`src/rtl/shift_seq_pkg.sv`:
```
// Shared types and constants for the shift-register sequencer.
// State encoding, direction constants and the default datapath width.
package shift_seq_pkg;

  localparam int DEFAULT_WIDTH = 8;

  localparam logic DIR_LEFT  = 1'b0;
  localparam logic DIR_RIGHT = 1'b1;

  typedef enum logic [1:0] {
    IDLE  = 2'd0,
    LOAD  = 2'd1,
    SHIFT = 2'd2,
    DONE  = 2'd3
  } seq_state_t;

endpackage

```
`src/rtl/shift_seq_counter.sv`:
```
// Loadable down-counter that tracks the remaining shifts of a job.
// `last` flags the final shift so the FSM can leave SHIFT on that cycle.
module shift_seq_counter #(
  parameter int CNT_W = 4
) (
  input  logic             clk,
  input  logic             reset,
  input  logic             load,
  input  logic [CNT_W-1:0] value,
  input  logic             enable,
  output logic [CNT_W-1:0] count,
  output logic             last
);

  logic [CNT_W-1:0] count_reg;

  // Load takes priority over decrement; never wraps below zero.
  always_ff @(posedge clk) begin
    if (reset) begin
      count_reg <= '0;
    end else if (load) begin
      count_reg <= value;
    end else if (enable && (count_reg != '0)) begin
      count_reg <= count_reg - CNT_W'(1);
    end
  end

  assign count = count_reg;
  assign last  = (count_reg == CNT_W'(1));

endmodule

```
`src/rtl/shift_reg_sequencer.sv`:
```
// Command-driven sequencer for a load/shift register.
// Accepts one job per handshake, then drives load, N shift strobes and a
// one-cycle done pulse. Optional feature macro: SHIFT_SEQ_HOLD_EN adds the
// shift_hold input, which pauses shifting while high in SHIFT.
module shift_reg_sequencer
  import shift_seq_pkg::*;
#(
  parameter int WIDTH = DEFAULT_WIDTH,
  parameter int CNT_W = $clog2(WIDTH + 1)
) (
  input  logic             clk,
  input  logic             reset,
  input  logic             cmd_valid,
  output logic             cmd_ready,
  input  logic [WIDTH-1:0] cmd_data,
  input  logic             cmd_dir,
  input  logic [CNT_W-1:0] cmd_count,
  output logic             sr_load,
  output logic [WIDTH-1:0] sr_d,
  output logic             sr_shift,
  output logic             sr_dir,
  output logic             busy,
  output logic             done
`ifdef SHIFT_SEQ_HOLD_EN
  ,
  input  logic             shift_hold
`endif
);

  localparam logic [CNT_W-1:0] MAX_COUNT = CNT_W'(WIDTH);

  seq_state_t       state_reg;
  seq_state_t       state_next;
  logic [WIDTH-1:0] data_reg;
  logic             dir_reg;
  logic [CNT_W-1:0] eff_count;
  logic [CNT_W-1:0] remaining;
  logic             remaining_last;
  logic             accept;
  logic             hold;
  logic             cnt_enable;

`ifdef SHIFT_SEQ_HOLD_EN
  assign hold = shift_hold;
`else
  assign hold = 1'b0;
`endif

  // Requests above WIDTH would only shift in more zeros, so clamp them.
  assign eff_count = (cmd_count > MAX_COUNT) ? MAX_COUNT : cmd_count;
  assign accept    = cmd_valid && cmd_ready;
  // Hold only freezes the count inside SHIFT; it is ignored elsewhere.
  assign cnt_enable = (state_reg == SHIFT) && !hold;

  shift_seq_counter #(
    .CNT_W (CNT_W)
  ) u_counter (
    .clk    (clk),
    .reset  (reset),
    .load   (accept),
    .value  (eff_count),
    .enable (cnt_enable),
    .count  (remaining),
    .last   (remaining_last)
  );

  // State register; reset aborts any job without a done pulse.
  always_ff @(posedge clk) begin
    if (reset) begin
      state_reg <= IDLE;
    end else begin
      state_reg <= state_next;
    end
  end

  // Capture the job's data and direction at the handshake.
  always_ff @(posedge clk) begin
    if (reset) begin
      data_reg <= '0;
      dir_reg  <= DIR_LEFT;
    end else if (accept) begin
      data_reg <= cmd_data;
      dir_reg  <= cmd_dir;
    end
  end

  // Next-state logic.
  always_comb begin
    state_next = state_reg;
    case (state_reg)
      IDLE:    if (cmd_valid) state_next = LOAD;
      LOAD:    state_next = (remaining == '0) ? DONE : SHIFT;
      SHIFT:   if (!hold && remaining_last) state_next = DONE;
      DONE:    state_next = IDLE;
      default: state_next = IDLE;
    endcase
  end

  // Output decode from the registered state; nothing here depends on cmd_*.
  always_comb begin
    cmd_ready = 1'b0;
    sr_load   = 1'b0;
    sr_shift  = 1'b0;
    sr_d      = '0;
    busy      = 1'b1;
    done      = 1'b0;
    case (state_reg)
      IDLE: begin
        busy      = 1'b0;
        cmd_ready = !reset;
      end
      LOAD: begin
        sr_load = 1'b1;
        sr_d    = data_reg;
      end
      SHIFT:   sr_shift = !hold;
      DONE:    done = 1'b1;
      default: busy = 1'b0;
    endcase
  end

  // Direction is held from the job capture until the next job or reset.
  assign sr_dir = dir_reg;

endmodule

```
`config.mk`:
```
export PLATFORM = sky130hd
export DESIGN_NAME = shift_reg_sequencer
export DESIGN_NICKNAME = d
export VERILOG_FILES = /design/src/rtl/shift_seq_pkg.sv /design/src/rtl/shift_seq_counter.sv /design/src/rtl/shift_reg_sequencer.sv
export SDC_FILE = /design/constraint.sdc
export NUM_CORES = 1
export LEC_CHECK = 0
export ABC_AREA = 1
export CORE_MARGIN = 10
export CORE_UTILIZATION = 35
export CTS_CLUSTER_SIZE = 28
export DETAILED_ROUTE_END_ITERATION = 7
export GPL_TIMING_DRIVEN = 0
export HOLD_SLACK_MARGIN = 0.06
export PLACE_DENSITY_LB_ADDON = 0.15
export SLEW_MARGIN = 20
export SYNTH_ARGS = -nofsm -noshare
export SYNTH_HDL_FRONTEND = slang
export SYNTH_SLANG_ARGS = --single-unit
```
`constraint.sdc`:
```
create_clock -name clk -period 2.25 [get_ports clk]
set_input_delay 0.3375 -clock clk [delete_from_list [all_inputs] [get_ports clk]]
set_output_delay 0.3375 -clock clk [all_outputs]
set_load 0.03 [all_outputs]
```
Word level (Yosys, flattened, before mapping)
Cells that the tools add are included.

Flip-flop bits (word level): 15. Latch bits: 0. Memory bits (writable): 0. Bits in read-only memories: 0. Output and inout bits: 14. Logic and storage cells: 33. Memories kept: 0.

Add/sub/neg operators: 1. Multiply operators: 0. Div/mod/pow operators: 0. $lt $le $gt $ge: 1. Equal/unequal tests: 6. Shifts and indexed selects: 0. Multiplexer cells: 13. Bitwise logic cells: 0. Reduce and logical (&&, ||, !) cells: 8.

Operators with widths (number): 4-bit 2-to-1 mux (3); 8-bit 2-to-1 mux (1); 2-bit one-hot mux with 4 select lines (1); 1-bit 2-to-1 mux (6); 2-bit equality test, second input constant (2); 4-bit by 1-bit equality test with 1-bit output, second input constant (1); 4-bit greater-than comparator, second input constant (1); 4-bit zero test (1); 2-bit 2-to-1 mux (2); 2-bit inequality test, second input constant (2); 4-bit nonzero test (1); 4-bit by 1-bit subtractor with 4-bit output, second input constant (1); 2-bit by 1-bit equality test with 1-bit output, second input constant (1); 1-bit logical AND (2); 2-bit zero test (1); 2-bit AND reduction (1); 2-bit nonzero test (1); 1-bit zero test (1).

Logic depth before layout (Yosys ltp)
Gate-level depths: netlist of the first run.

Word-level depth: 4. Mapped depth: 9.

Modules after synthesis
A second synthesis of the first run with hierarchy kept.

Cells, all modules: 132. Area, all modules: 905.9 µm².

Modules (own cells, without submodules): shift_reg_sequencer (instances 1, cells each 91, area an instance 609.3 µm², sequential area each 220.2 µm²); shift_seq_counter (instances 1, cells each 41, area an instance 296.5 µm², sequential area each 80.1 µm²).

Worst setup path before layout of the first run
No wires, ideal clock.

Kind: register -> output. Start point: register state_reg[1]. End point: output sr_d[0]. Arrival time: 1323 ps. Data required time: 1913 ps. Path slack: 589 ps. Stages on the path, launching flop included: 6. Buffers on the path: 1. Cell sequence: dfxtp_1 -> inv_1 -> ha_1 -> clkbuf_1 -> nand2_1 -> inv_1.

Cells in the longest elaborated chain, start to end: 2.

Ends and longest elaborated chain: start, declared (line shift_reg_sequencer.sv:32) `seq_state_t state_reg;`; start signal, assigned (line shift_reg_sequencer.sv:72) `state_reg <= state_next;`; 2-bit by 1-bit equality test with 1-bit output (line shift_reg_sequencer.sv:107) `case (state_reg)`; 8-bit 2-to-1 mux (line shift_reg_sequencer.sv:107); end, declared (line shift_reg_sequencer.sv:19) `output logic [WIDTH-1:0] sr_d,`.

No other way between the ends.

Final worst setup path of the first run
Start point: register state_reg[1]. End point: output sr_d[3].

The elaborated chain is that of the path after synthesis.

==> results of run 1 <==
-- power by group through the flow --
stage                     clock network (mW)  registers [mW]  logic [mW]
after floorplan                            0           0.389       0.512
after global placement                     0           0.391       0.724
after detailed placement                   0           0.394       0.733
after CTS                              0.165           0.388       0.727
after global routing                   0.177           0.399       0.806
final                                  0.157           0.388       0.711
-- metrics by stage --
stage | cells | total power, mW | setup slack (ps) | hold WS (ps)
5_1_grt | 195 | 1.38 | 38.5 | 496
3_3_place_gp | 191 | 1.11 | 87.3 | 450
4_1_cts | 195 | 1.28 | 41.4 | 471
2_1_floorplan | 132 | 0.900 | 589 | 407
6_report | 195 | 1.26 | 203 | 465
3_5_place_dp | 191 | 1.13 | 77.2 | 457
-- kinds of logic after synthesis --
group                      synth area share, %
DFF                                       33.8
AOI/OAI and AO/OA                         6.06
buffers and inverters                     13.0
adders and majority gates                 9.86
and+or+nand+nor                           37.3
-- critical path, stage by stage, from the launching register on --
cell and delay, ps:
dfxtp_1 360, inv_1 130, ha_1 190, clkbuf_2 210
nand2_1 80, inv_1 50, dlygate4sd2_1 400
-- repair_timing --
action                     CTS  global route
gates cloned                 0             0
gates resized for setup      9             2
setup endpoints to repair    8             2
-- layer usage --
layer  track usage (%)  share of wire [%]
met2              15.0                 46
met4              5.26                1.8
met1              10.5                 46
met3              3.81                6.4
met5                 0                  0
-- area by class of cell --
type                       instances  area (µm²)
fill                             258        1220
buffer                             4        35.0
timing repair buffer              29         285
multi-input combinational         92         473
sequential                        15         300
tap                               30        37.5
clock buffer                       4        26.3
inverter                          21        81.3
-- final timing paths --
path | from | end | slack, ps | depth (start not counted)
hold reg to reg | data_reg[5]$_SDFFE_PP0N_ | data_reg[5]$_SDFFE_PP0N_ | 470 | 2
setup reg to reg | state_reg[1]$_SDFFE_PP0P_ | u_counter.count[0]$_SDFFE_PP0P_ | 850 | 7
hold / removal | data_reg[5]$_SDFFE_PP0N_ | data_reg[5]$_SDFFE_PP0N_ | 470 | 2
setup / recovery | state_reg[1]$_SDFFE_PP0P_ | sr_d[3] | 200 | 6
-- layout by cell type (no fill, tap or decap), drive strengths merged --
cell type,n
nand3,16
clkdlybuf4s50,19
buf,2
dlygate4sd2,8
inv,21
nand3b,1
o21bai,1
or2,1
ha,7
a21oi,5
dlymetal6s2s,2
nand2,50
clkbuf,6
dfxtp,15
o21ai,2
nand4,1
o211ai,1
nor2,7
==> key figures, run 1 <==
Placed design
  – Port Buf Inserts: 29
  – GP Congestion: 0.739
  – DP HPWL: 1.77 mm
  – Post-DP Area: 1220 µm²

Power
  – Max VDD drop: 522 µV
  – Sequential share of power: 30.9%
  – Pwr Density: 1010 nW/µm²
  – Comb power frac: 56.6%
  – Switching share of power: 44.9%
  – NetSw: 0.564 mW
  – Int Pwr: 0.692 mW
  – Share of power burned in the clock network: 12.5%
  – Lkg Pwr: 0.697 nW

Floorplanning
  – Die width: 70.4 µm
  – Die area: 4950 µm²
  – Core area: 2450 µm²
  – Die Y: 70.4 µm
  – Core Rows: 18
  – Io pins: 30
  – Initial Utilization: 36.2%

Synthesis
  – Top post-synthesis cells by area: dfxtp_1, nand2_1, ha_1
  – Area share of the largest cell type after synthesis: 33.8%
  – Netlist Area Pre-Place: 888 µm²
  – YS warnings: 0
  – Number of flops mapped to enable cells by yosys: 0
  – Distinct cells, synth: 21
  – Post-synthesis async set-or-reset flop share: 0%
  – Top FF cell, synth: dfxtp_1
  – Post-synth top area cell: dfxtp_1
  – Most common cell in the netlist: nand2_1
  – Cells after Synth: 132
  – Syn_area_per_cell: 6.73 µm²
  – Syn_nets: 155
  – Synth cell count leaders: nand2_1, inv_1, dfxtp_1, nand3_1
  – Register area share after synthesis: 33.8%
  – FF+latch count, synth: 15

Clock network
  – CTS Hold Bufs: 0
  – CTS Buffer Depth: 2
  – Skew-Pair Late Insertion Delay: 290 ps
  – Clock transition at path regs: 90 ps
  – CTS tree: yes
  – Clk root buf: clkbuf_4
  – Clock sink count: 15
  – Post-CTS Setup Repair Bufs: 0
  – Total CTS buffers: 3
  – Htree depth: 1

STA
  – Slew Limit Fails: 0
  – Final Cycle Share: 91.0%
  – Final count of hold timing violations: 0
  – RSZ-0062 raised after global routing: no
  – Fin Setup TNS: 0 ps
  – Final setup fails: 0
  – Skew final: 7.62 ps
  – Max-slew headroom: 69.8%
  – Peak Freq: 0.488 GHz
  – Period minus WS final: 2050 ps
  – Worst-margin pin slew: 453 ps

Layout
  – Post-route cell area: 1240 µm²
  – Fin util: 50.5%
  – Nets: 189
  – Inserted Diodes: 0
  – Max reg flops: 8
  – Area growth from synthesis to layout: 39.4%
  – Share of cells above drive strength 1: 7.27%

Setup path
  – CP max FO: 9
  – Critical Path Start Type: flop
  – WP data required: 1910 ps
  – Critical setup path kind: flop to output port
  – CP Capture Type: output port
  – Arrival @ worst endpoint: 1710 ps

Global routing
  – Vias in the first global route: 883
  – Initial antenna violation count: 0
  – GRT Util Overall: 9.47%
  – First-pass GRT wire length: 3.88 mm
  – Grt ovf: 0
  – Pin count of the biggest net entering global routing: 11

Detailed routing
  – WL/cell: 11.3 µm
  – DR vias: 863
  – DRT Pass-1 Iters: 4
  – WL final: 2.20 mm
  – Drt via density: 4.43
  – DRT antenna net count: 0
  – Remaining routing DRC violations: 0
  – DR iter-0 viols: 44

Flow run
  – Max-cap violations: 0

Outcome
  – Status: completed

Min path
  – Hold Path Class: flop to flop
(Power assumes the default switching activity.)
==> inputs of run 2 (changes only) <==
CTS_CLUSTER_DIAMETER = 30   (was default)
==> results of run 2 <==
No change in the layout: final DEF, timing and power equal those of run 1.
==> inputs of run 3 (changes only) <==
SETUP_SLACK_MARGIN = 0.4   (was default)
==> run 3 against run 2 <==
Sequential share of layout area up 0.81 points; worst setup slack gained 310 ps; critical endpoint unchanged; clock skew fell by 1.5 ps; global-route usage shrank 0.057 points; register-to-register slack improved by 70 ps; utilization fell by 1.2 points; critical path type unchanged; final area shrank 2.4%; flip-flop and latch count stayed put; highest routed layer unchanged; combinational power fell by 2%; worst hold slack hardly changed; sequential power rose by 1%.
==> key figures, run 3 (same netlist as run 1, synthesis figures left out) <==
Setup path
  – Crit path cell chain: inv_2 > ha_1 > clkbuf_4 > nand2_1 > inv_1 > clkbuf_4
  – Delay-heaviest family, CP: buffers and inverters
  – Critical setup path kind: flop to output port
  – Crit path top cell by count: clkbuf_4
  – Max incr delay on CP: 380 ps
  – CP Capture Type: output port
  – Critical Path Start Type: flop
  – WP data required: 1910 ps
  – Critical path's slowest cell: dfxtp_2
  – CP max FO: 9
  – Worst path bufs/invs: 4
  – Arrival @ worst endpoint: 1400 ps

Floorplanning
  – Die width: 70.4 µm
  – Core Rows: 18
  – Core area: 2450 µm²
  – Initial Utilization: 36.2%
  – Io pins: 30
  – Die Y: 70.4 µm
  – Die area: 4950 µm²

STA
  – Fin Setup TNS: 0 ps
  – RSZ-0062 raised after global routing: no
  – Worst-margin pin slew: 453 ps
  – Max-slew headroom: 69.8%
  – Peak Freq: 0.577 GHz
  – Skew final: 6.12 ps
  – Period minus WS final: 1730 ps
  – Slew Limit Fails: 0
  – Final setup fails: 0
  – Final Cycle Share: 77.0%
  – Final count of hold timing violations: 0
  – Slack of the critical path: 517 ps

Global routing
  – Grt ovf: 0
  – Initial antenna violation count: 0
  – GRT Util Overall: 9.42%
  – First-pass GRT wire length: 3.86 mm
  – Vias in the first global route: 879
  – Pin count of the biggest net entering global routing: 11

Placed design
  – Pre-CTS setup slack: 77.2 ps
  – Post-DP Area: 1220 µm²
  – Dpl cells: 191
  – DP HPWL: 1.77 mm
  – GP Congestion: 0.739
  – Port Buf Inserts: 29

Detailed routing
  – WL final: 2.19 mm
  – WL/cell: 11.2 µm
  – DR iter-0 viols: 49
  – DR vias: 863
  – DRT antenna net count: 0
  – Drt via density: 4.43
  – Remaining routing DRC violations: 0
  – DRT Pass-1 Iters: 4

Clock network
  – CTS tree: yes
  – CTS Hold Bufs: 0
  – Htree depth: 1
  – CTS Buffer Depth: 2
  – Clk root buf: clkbuf_4
  – Clock transition at path regs: 90 ps
  – Post-CTS Setup Repair Bufs: 0
  – Skew-Pair Late Insertion Delay: 290 ps
  – Clock sink count: 15
  – Total CTS buffers: 3

Power
  – Pwr Density: 1030 nW/µm²
  – Lkg Pwr: 0.665 nW
  – Max VDD drop: 553 µV

Layout
  – Area growth from synthesis to layout: 36.1%
  – Share of cells above drive strength 1: 15.2%
  – Most frequent cells in the layout: nand2_1, inv_1, clkdlybuf4s50_1
  – Post-route cell area: 1210 µm²
  – Inserted Diodes: 0
  – Nets: 189
  – FILL cells: 266
  – Non-Filler Instances: 195
  – Max reg flops: 8
  – Commonest non-fill, non-tap cell in the layout: nand2_1

Min path
  – Hold Path Class: flop to flop

Flow run
  – Max-cap violations: 0

Outcome
  – Status: completed
run 3: cell types whose count changed in the layout (fill, tap and decap cells not counted), sizes merged:
cell,change
dlygate4sd2,-5
dlymetal6s2s,-2
clkdlybuf4s15,+1
clkbuf,+3
buf,+6
clkdlybuf4s50,-3
run 3: metal layers:
layer	share of wire (%)	global-route usage (%)
met3	4.4	2.97
met2	45	15.1
met4	1.8	5.26
met1	48	10.7
met5	0	0
run 3: layout make-up:
class	instances	area, µm²	area share (%)
timing repair buffer	29	250	20.7
clock buffer	4	26.3	2.17
inverter	21	81.3	6.73
multi-input combinational	92	473	39.1
sequential	15	303	25.1
tap	30	37.5	3.11
buffer	4	37.5	3.11
run 3: what timing repair did:
action	4_1_cts	5_1_grt
gates resized for setup	50	9
endpoints found under the setup margin	13	10
pin swaps	0	0
run 3: power by group:
part	total, mW	switching (mW)	internal (mW)	leakage (nW)
sequential	0.393	0.0538	0.339	0.124
combinational	0.695	0.424	0.271	0.526
clock	0.156	0.0871	0.0689	0.0150
run 3: worst paths after layout:
kind | startpoint | to | slack [ps] | cells past startpoint
worst max register to register | state_reg[0]$_SDFFE_PP0P_ | u_counter.count[0]$_SDFFE_PP0P_ | 920 | 7
worst min-delay path | data_reg[5]$_SDFFE_PP0N_ | data_reg[5]$_SDFFE_PP0N_ | 470 | 2
worst max-delay path | state_reg[1]$_SDFFE_PP0P_ | sr_d[3] | 520 | 6
worst min register to register | data_reg[5]$_SDFFE_PP0N_ | data_reg[5]$_SDFFE_PP0N_ | 470 | 2
run 3: stage by stage:
stage                     utilization [%]  power (mW)  hold WS, ps
final                                49.2        1.24          465
after global routing                 49.2        1.37          496
after CTS                            49.4        1.26          471
after detailed placement             49.5        1.13          457
after global placement               49.5        1.11          450
after floorplan                         -       0.900          407
run 3: worst register-to-register path: stages (launching register included):
cell	delay, ps
dfxtp_2	370
inv_1	90
ha_1	240
nand3_4	150
inv_4	60
buf_6	140
o21ai_2	120
a21oi_1	60
